[src/rtl/mult_arbiter.sv]
// -----------------------------------------------------------------------------
// mult_arbiter
//   Shares one pipelined 8x8 multiplier among NUM_REQ requesters. A round-robin
//   arbiter picks a requester, its operands are captured and issued to the
//   multiplier, and the 16-bit product is returned tagged with the winner's
//   index.
//
//   Optional feature macro: MULT_ARB_TIMEOUT_EN
//     defined   -> WAIT aborts after TIMEOUT cycles without mult_done and
//                  answers with rsp_err=1, rsp_result=0.
//     undefined -> WAIT is unbounded and rsp_err is tied to 0.
//
// Ports
//   clk, reset      rising-edge clock, asynchronous active-high reset
//   req             request level per requester
//   req_a, req_b    operands, slice [8*i+:8] belongs to requester i
//   gnt             one-hot pulse: requester's operands captured
//   rsp_valid       pulse: rsp_id / rsp_result / rsp_err are new
//   rsp_id          owner of the response (held until the next response)
//   rsp_result      unsigned product (held until the next response)
//   rsp_err         response is an aborted operation
//   mult_start      start pulse to the multiplier
//   mult_a, mult_b  operands to the multiplier, stable until done
//   mult_done       done from the multiplier
//   mult_result     product from the multiplier
//   busy            an operation is in progress
// -----------------------------------------------------------------------------
module mult_arbiter #(
    parameter int NUM_REQ = 4,
    parameter int ID_W    = 2,
    parameter int TIMEOUT = 15
) (
    input  logic                 clk,
    input  logic                 reset,
    input  logic [NUM_REQ-1:0]   req,
    input  logic [8*NUM_REQ-1:0] req_a,
    input  logic [8*NUM_REQ-1:0] req_b,
    output logic [NUM_REQ-1:0]   gnt,
    output logic                 rsp_valid,
    output logic [ID_W-1:0]      rsp_id,
    output logic [15:0]          rsp_result,
    output logic                 rsp_err,
    output logic                 mult_start,
    output logic [7:0]           mult_a,
    output logic [7:0]           mult_b,
    input  logic                 mult_done,
    input  logic [15:0]          mult_result,
    output logic                 busy
);

    typedef enum logic [1:0] {IDLE, ISSUE, WAIT, RESP} state_t;

    state_t               state, state_nxt;
    logic [ID_W-1:0]      ptr, ptr_nxt;
    logic [ID_W-1:0]      owner, owner_nxt;
    logic [NUM_REQ-1:0]   gnt_nxt;
    logic                 rsp_valid_nxt;
    logic [ID_W-1:0]      rsp_id_nxt;
    logic [15:0]          rsp_result_nxt;
    logic                 rsp_err_nxt;
    logic                 mult_start_nxt;
    logic [7:0]           mult_a_nxt, mult_b_nxt;

    logic                 pick_vld;
    logic [ID_W-1:0]      pick_idx;

`ifdef MULT_ARB_TIMEOUT_EN
    localparam int CNT_W = $clog2(TIMEOUT + 1);
    logic [CNT_W-1:0]     cnt, cnt_nxt;
`endif

    // Round-robin pick: scan downwards from the farthest offset so that the
    // requester closest to ptr (offset 0 first) is the one left standing.
    always_comb begin
        pick_vld = 1'b0;
        pick_idx = '0;
        for (int k = NUM_REQ - 1; k >= 0; k--) begin
            if (req[(int'(ptr) + k) % NUM_REQ]) begin
                pick_vld = 1'b1;
                pick_idx = ID_W'((int'(ptr) + k) % NUM_REQ);
            end
        end
    end

    // NOTE: every signal written here gets a default first, so no path can
    // leave one unassigned and infer a latch.
    always_comb begin
        state_nxt      = state;
        ptr_nxt        = ptr;
        owner_nxt      = owner;
        gnt_nxt        = '0;
        rsp_valid_nxt  = 1'b0;
        rsp_id_nxt     = rsp_id;
        rsp_result_nxt = rsp_result;
        rsp_err_nxt    = rsp_err;
        mult_start_nxt = 1'b0;
        mult_a_nxt     = mult_a;
        mult_b_nxt     = mult_b;
`ifdef MULT_ARB_TIMEOUT_EN
        cnt_nxt        = cnt;
`endif
        case (state)
            IDLE: begin
                if (pick_vld) begin
                    gnt_nxt[pick_idx] = 1'b1;
                    mult_a_nxt        = req_a[8*pick_idx +: 8];
                    mult_b_nxt        = req_b[8*pick_idx +: 8];
                    owner_nxt         = pick_idx;
                    ptr_nxt           = (int'(pick_idx) == NUM_REQ - 1) ? '0 : pick_idx + 1'b1;
                    state_nxt         = ISSUE;
                end
            end
            ISSUE: begin
                mult_start_nxt = 1'b1;
                state_nxt      = WAIT;
`ifdef MULT_ARB_TIMEOUT_EN
                cnt_nxt        = '0;
`endif
            end
            WAIT: begin
                // The first WAIT cycle carries the start pulse; the multiplier
                // cannot answer then, so a done seen there is spurious.
                if (mult_done && !mult_start) begin
                    rsp_valid_nxt  = 1'b1;
                    rsp_id_nxt     = owner;
                    rsp_result_nxt = mult_result;
                    rsp_err_nxt    = 1'b0;
                    state_nxt      = RESP;
`ifdef MULT_ARB_TIMEOUT_EN
                end else if (cnt == CNT_W'(TIMEOUT)) begin
                    rsp_valid_nxt  = 1'b1;
                    rsp_id_nxt     = owner;
                    rsp_result_nxt = 16'h0000;
                    rsp_err_nxt    = 1'b1;
                    state_nxt      = RESP;
                end else begin
                    cnt_nxt = cnt + 1'b1;
`endif
                end
            end
            RESP: begin
                state_nxt = IDLE;
            end
            default: begin
                state_nxt = IDLE;
            end
        endcase
    end

    // NOTE: state and outputs update with non-blocking assignments so every
    // register samples the pre-edge values, independent of block ordering.
    always_ff @(posedge clk or posedge reset) begin
        if (reset) begin
            state      <= IDLE;
            ptr        <= '0;
            owner      <= '0;
            gnt        <= '0;
            rsp_valid  <= 1'b0;
            rsp_id     <= '0;
            rsp_result <= '0;
            mult_start <= 1'b0;
            mult_a     <= '0;
            mult_b     <= '0;
            busy       <= 1'b0;
        end else begin
            state      <= state_nxt;
            ptr        <= ptr_nxt;
            owner      <= owner_nxt;
            gnt        <= gnt_nxt;
            rsp_valid  <= rsp_valid_nxt;
            rsp_id     <= rsp_id_nxt;
            rsp_result <= rsp_result_nxt;
            mult_start <= mult_start_nxt;
            mult_a     <= mult_a_nxt;
            mult_b     <= mult_b_nxt;
            busy       <= (state_nxt != IDLE);
        end
    end

`ifdef MULT_ARB_TIMEOUT_EN
    always_ff @(posedge clk or posedge reset) begin
        if (reset) begin
            cnt     <= '0;
            rsp_err <= 1'b0;
        end else begin
            cnt     <= cnt_nxt;
            rsp_err <= rsp_err_nxt;
        end
    end
`else
    assign rsp_err = 1'b0;

    logic unused_err;
    assign unused_err = rsp_err_nxt;
`endif

endmodule

[config.mk]
export PLATFORM = sky130hd
export DESIGN_NAME = mult_arbiter
export DESIGN_NICKNAME = d
export VERILOG_FILES = /design/src/rtl/mult_arbiter.sv
export SDC_FILE = /design/constraint.sdc
export NUM_CORES = 1
export LEC_CHECK = 0
export BUFFER_PORTS_ARGS = -buffer_cell sky130_fd_sc_hd__buf_4
export CAP_MARGIN = 20
export CORE_MARGIN = 2
export CORE_UTILIZATION = 40
export DETAILED_ROUTE_END_ITERATION = 6
export PLACE_DENSITY_LB_ADDON = 0.3
export SYNTH_ARGS = -nofsm -noshare
export SYNTH_HDL_FRONTEND = slang
export SYNTH_SLANG_ARGS = --single-unit
[constraint.sdc]
create_clock -name clk -period 1.93 [get_ports clk]
set_input_delay 0.0965 -clock clk [delete_from_list [all_inputs] [get_ports clk]]
set_output_delay 0.0965 -clock clk [all_outputs]
set_load 0.005 [all_outputs]
==> results.cfg, run 1 <==
[setup_path]
r2r_end = mult_b[1]
cp.arrival_ns = 1.95
path_max_fanout = 15
max_stage_delay_ns = 0.42
critPathBufInv = 1
r2r_slack_ns = 0.15
endpoint_kind = flip-flop
crit_family = compound AO/OA/AOI/OAI gates
r2r_cells = 6
startpoint_type = flip-flop
crit_required_ns = 2.10
reg2reg_from = state[0]
critPathSlowestCell = dfrtp_1
path_class = flip-flop to flip-flop
crit_chain = inv_1 > ha_1 > and2_4 > o311a_4 > o21bai_1 > o22ai_1

[power_and_ir_drop]
switching_power_w = 0.00178
power_frac_clock = 0.157
p_leak_nw = 1.79
power.density_nw_per_um2 = 1450
power_frac_comb = 0.521
internal-power_w = 0.00354
seqPwrFrac = 0.322
swShare = 0.334
irDropWorstVdd_mv = 0.594

[yosys]
synthXorXnorAreaFrac = 0
ys.flop_type = dfrtp_1
synth_compound_area_frac = 0.215
synthAdderAreaFrac = 0.0208
seq_area_frac_synth = 0.489
avgSynthCellArea_um2 = 11.8
yosysTopAreaCell = dfrtp_1
yosys_warnings = 0
synthTopCellsByArea = dfrtp_1, mux2_2, mux2i_1
synth_top_area_share = 0.489
synth-simple-area-share = 0.0754
yosys-top-cells-count = dfrtp_1, mux2_2, a211oi_1, mux2i_1
synth_fp_nets = 295
synth_most_common_cell = dfrtp_1
synth_edf_count = 0
synthArstFlopShare = 1.00
synth_cells = 204
ys_seq_elements = 47
synthMuxAreaShare = 0.155
synth_top_family_by_area = compound AO/OA/AOI/OAI gates
syn_area_um2 = 2410
synth_cell_types = 31

[timing]
fin_crit_sh = 0.922
slew_viol_final = 0
setup_violations = 0
max_freq_mhz = 562
fin_tns_setup_ns = 0
setup_slack_ns = 0.151
finClkSkew_ns = 0.00694
min_period_ns = 1.78
rsz0062_at_grt = false
hold_viol = 0

[worst_hold_path]
hold_path_class = primary input to flip-flop
whs_endpoint = rsp_result[6]
hold_depth = 2
hold_start = mult_result[6]

[run_status]
status = finished, final reports clean

[clocking]
cts-root-buf = clkbuf_8
clk_pin_slew_ns = 0.08
clockBufferDepth = 2
cts.sinks = 47
cts_tree = built
insertion_delay_ns = 0.29
htree_levels = 2
cts_buffers = 5

[final_layout]
design_area_um2 = 3660
layout-drive-gt1-share = 0.516
fillCellCount = 482
n_antenna_cell = 0
syn_to_final_growth_pct = 52.0
fin_nets = 431

[job]
drv_cap = 0

[place]
port_buffers = 127
placed_area_um2 = 3500
place.gp.congestion = 0.710
post-dp-hpwl_mm = 4.64
dp_worst_setup_slack_ns = -0.272

[route]
ant_nets = 0
routed_wl_mm = 6.12
detail_route.vias_per_cell = 5.09
detail_route.drc_violations = 0
vias = 2119
drtIter0Drc = 51
drt-pass1-iter-count = 4
wl_per_cell_um = 14.7

[grt]
grt_pass1_wl_mm = 9.47
grt_max_degree = 25
antenna_found_initial = 0
gr-total-overflow = 0
track_usage = 0.186
grt_pass1_vias = 2046

[floorplan]
coreArea_um2 = 5850
rows = 28
initial_core_util = 0.411
io_pins = 129
die_height_um = 81.6
die_w_um = 81.6
die-area_um2 = 6650
## per-layer routing
metal / GRT usage / vias to the layer above / part of all wire
met4: 0.0610 / 0 / 0.0093
met2: 0.313 / 103 / 0.49
met5: 0 / - / 0
met1: 0.225 / 981 / 0.39
li1: - / 1030 / -
met3: 0.0593 / 5 / 0.11
## power groups by stage
| stage | Clock, W | Sequential, W | Combinational [W] |
|---|---|---|---|
| 2_1_floorplan | 0 | 0.00175 | 0.00155 |
| 3_3_place_gp | 0 | 0.00171 | 0.00271 |
| 3_5_place_dp | 0 | 0.00174 | 0.00276 |
| 4_1_cts | 0.000846 | 0.00172 | 0.00278 |
| 5_1_grt | 0.000898 | 0.00177 | 0.00306 |
| 6_report | 0.000836 | 0.00171 | 0.00277 |
## placed cells by master, fill, tap and decap left out, types with 2 or more instances in the layout
master / Yosys / final
a211oi_1: 17 / 17
a21oi_1: 3 / 3
buf_12: 0 / 2
buf_4: 2 / 140
bufinv_16: 0 / 2
clkbuf_8: 0 / 5
dfrtp_1: 47 / 47
ha_1: 4 / 4
inv_1: 4 / 3
mux2_2: 18 / 18
mux2i_1: 17 / 17
nand2_1: 8 / 8
nand2b_1: 2 / 2
nor2_1: 4 / 4
nor2b_1: 3 / 3
nor3_1: 2 / 2
nor4b_4: 2 / 2
o21a_1: 16 / 16
o21bai_1: 16 / 16
o22ai_1: 16 / 16
## flip-flops by register name, indices dropped and copies added, names as in the netlist
signal / flops
owner: 2
mult_a: 8
rsp_result: 16
rsp_valid: 1
mult_b: 8
busy: 1
ptr: 2
rsp_id: 2
mult_start: 1
state: 2
gnt: 4
## how the worst max path moves through the flow
stage / slack, ns / end / startpoint / cells after the start
global route: 0.03 / mult_b[1] / state[0] / 6
floorplan: 0.07 / ptr[1] / ptr[0] / 8
detailed placement: -0.27 / ptr[1] / ptr[0] / 8
finish: 0.15 / mult_b[1] / state[0] / 6
global placement: -0.23 / ptr[1] / ptr[0] / 8
CTS: 0.10 / mult_b[1] / state[0] / 6
## area by class of cell
cell class / instances / area (µm²) / share of cell area
multi-input combinational: 139 / 1140 / 0.311
clock buffer: 6 / 72.6 / 0.0198
clock inverter: 2 / 60.1 / 0.0164
inverter: 4 / 15.0 / 0.00411
sequential: 47 / 1180 / 0.322
timing repair buffer: 143 / 1100 / 0.301
tap: 75 / 93.8 / 0.0257
## stage by stage
step | hold WS [ns] | total power (W) | util | cells
detailed placement | 0.120 | 0.00450 | 0.598 | 405
finish | 0.0327 | 0.00531 | 0.625 | 416
global route | 0.0187 | 0.00572 | 0.625 | 416
CTS | 0.0291 | 0.00535 | 0.624 | 415
global placement | 0.114 | 0.00442 | 0.598 | 405
floorplan | 0.248 | 0.00330 | - | 204
## logic make-up (layout without fill, tap and decap cells)
group,Yosys count,after routing
flops,47,47
mux,35,35
other cells,1,1
compound gates,71,71
fa+ha+maj,4,4
buf+inv,19,155
simple gates,27,28
## what timing repair did
action | CTS | global route
hold endpoints to repair | 17 | 0
gates cloned | 0 | 1
setup buffers | 1 | 0
pin swaps | 1 | 1
endpoints found under the setup margin | 21 | 1
gates resized for setup | 0 | 0
hold buffers | 1 | 0
## worst reg2reg max path: cells and delay by family, from the launching register on
kind | cells | cell delay, ns
DFF | 1 | 0.42
and+or+nand+nor | 1 | 0.29
adders and majority gates | 1 | 0.28
buffers and inverters | 1 | 0.10
AOI/OAI and AO/OA | 3 | 0.57
Power figures use the tool's default switching activity.
==> inputs of run 2 (changes only) <==
--- a/config.mk
+++ b/config.mk
@@ -7,8 +7,10 @@
 export LEC_CHECK = 0
 export BUFFER_PORTS_ARGS = -buffer_cell sky130_fd_sc_hd__buf_4
 export CAP_MARGIN = 20
+export CELL_PAD_IN_SITES_DETAIL_PLACEMENT = 2
+export CELL_PAD_IN_SITES_GLOBAL_PLACEMENT = 2
 export CORE_MARGIN = 2
-export CORE_UTILIZATION = 40
+export CORE_UTILIZATION = 24
 export DETAILED_ROUTE_END_ITERATION = 6
 export PLACE_DENSITY_LB_ADDON = 0.3
 export SYNTH_ARGS = -nofsm -noshare
==> results.cfg, run 2 (synthesis gave the netlist of run 1 again) <==
[run_status]
status = finished, final reports clean

[place]
dp.cells = 462
dp_worst_setup_slack_ns = -0.0307
post-dp-hpwl_mm = 6.25
port_buffers = 127
place.gp.congestion = 0.793

[setup_path]
path_class = flip-flop to flip-flop
endpoint_kind = flip-flop
cp.arrival_ns = 1.97
crit_required_ns = 2.12
cp-endpoint = mult_b[5]
r2r_slack_ns = 0.15
startpoint = ptr[0]
r2r_cells = 7
path_max_fanout = 8
startpoint_type = flip-flop
reg2reg_from = ptr[0]
r2r_end = mult_b[5]

[power_and_ir_drop]
p_leak_nw = 1.78
internal-power_w = 0.00334
seqPwrFrac = 0.331
power_frac_comb = 0.544
swShare = 0.364
power.density_nw_per_um2 = 1420
irDropWorstVdd_mv = 0.452
power_frac_clock = 0.124
switching_power_w = 0.00191

[final_layout]
layout-drive-gt1-share = 0.520
n_antenna_cell = 0
syn_to_final_growth_pct = 53.9
mostFrequentLayoutCells = buf_4, dfrtp_1, mux2_2, mux2i_1, a211oi_1
largest_register_ffs = 16
largest-register = rsp_result
stdcell_count = 475
top_regs = rsp_result x16, mult_a x8, mult_b x8
post-route-util = 0.379
final_common_cell = buf_4
fin_nets = 432

[timing]
min_period_ns = 1.78
worst_slew_pin_slew_ns = 0.570
max_freq_mhz = 562
hold_viol = 0
setup_violations = 0
relSlewSlack = 0.620
fin_crit_sh = 0.922
rsz0062_at_grt = false
slew_viol_final = 0
setup_slack_ns = 0.151
finClkSkew_ns = 0.00708

[grt]
grt_pass1_vias = 2439
grt_max_degree = 27
antenna_found_initial = 0
gr-total-overflow = 0
grt_pass1_wl_mm = 12.8
track_usage = 0.149

[clocking]
cts_resized = 0
cts_buffers = 5
cts-root-buf = clkbuf_8
htree_levels = 2
clk_pin_slew_ns = 0.10
clockBufferDepth = 2
cts.sinks = 47
cts_tree = built
insertion_delay_ns = 0.30

[route]
wl_per_cell_um = 17.0
drt-pass1-iter-count = 4
ant_nets = 0
routed_wl_mm = 8.06
drtIter0Drc = 61
vias = 2201
detail_route.vias_per_cell = 4.63
detail_route.drc_violations = 0

[floorplan]
io_pins = 129
die-area_um2 = 10800
die_w_um = 104
coreArea_um2 = 9770
die_height_um = 104
initial_core_util = 0.246
rows = 36

[job]
drv_cap = 0

[worst_hold_path]
hold_path_class = primary input to flip-flop
run 2: cell count changes in the layout (fill, tap and decap cells not counted):
cell        before  now
buf_4          140  142
bufinv_16        2    0
and2_2           1    0
clkbuf_1         1    0
clkbuf_8         5    6
clkinv_4         0    1
clkinvlp_4       0    1
run 2: critical path, cell delays in order, from the launching register on:
cell and delay, ns:
dfrtp_1 0.42, nor2b_1 0.26, nor4b_4 0.10, buf_4 0.17
buf_4 0.16, o21a_1 0.19, a211oi_1 0.24, o22ai_1 0.12
run 2: worst min-delay path by stage:
stage	slack [ns]	end	from	cells after the start
after floorplan	0.25	rsp_result[1]	mult_result[1]	1
after global placement	0.19	rsp_result[5]	reset	2
after detailed placement	0.20	rsp_result[5]	reset	2
after CTS	0.01	rsp_result[1]	mult_result[1]	2
after global routing	0.007	rsp_result[2]	mult_result[2]	2
final	0.02	rsp_result[6]	mult_result[6]	2
run 2: timing repair:
item | in CTS | in global routing
endpoints found under the hold margin | 21 | 0
pin swaps | 2 | 1
hold buffers | 1 | 0
buffers inserted | 1 | 3
setup endpoints to repair | 8 | 17
run 2: per-layer routing:
layer  up-vias  global-route usage  share of wire
li1       1029                   -              -
met1      1083               0.183           0.42
met2        84               0.266           0.52
met3         5              0.0363          0.052
met4         0              0.0319         0.0068
met5         -                   0              0
run 2: power by group through the flow:
| stage | sequential (W) | combinational (W) | clock, W |
|---|---|---|---|
| floorplan | 0.00175 | 0.00155 | 0 |
| global placement | 0.00174 | 0.00278 | 0 |
| detailed placement | 0.00177 | 0.00286 | 0 |
| CTS | 0.00175 | 0.00289 | 0.000682 |
| global route | 0.00180 | 0.00316 | 0.000719 |
| finish | 0.00174 | 0.00285 | 0.000652 |
run 2: area by class of cell:
type | instances | area (µm²)
clock buffers | 6 | 82.6
repair buffers | 145 | 1120
flip-flops and latches | 47 | 1180
fillers | 1093 | 6070
multi-input cells | 138 | 1130
clock inverters | 2 | 16.3
inverters | 4 | 15.0
well taps | 133 | 166
run 2: stage by stage:
step                      hold WS, ns  instance area, µm²  power [W]  setup TNS (ns)
after detailed placement        0.201                3560    0.00463         -0.0798
final                          0.0209                3700    0.00525               0
after global placement          0.193                3560    0.00452               0
after global routing          0.00712                3700    0.00568               0
after CTS                     0.00996                3680    0.00532               0
after floorplan                 0.248                2410    0.00330               0
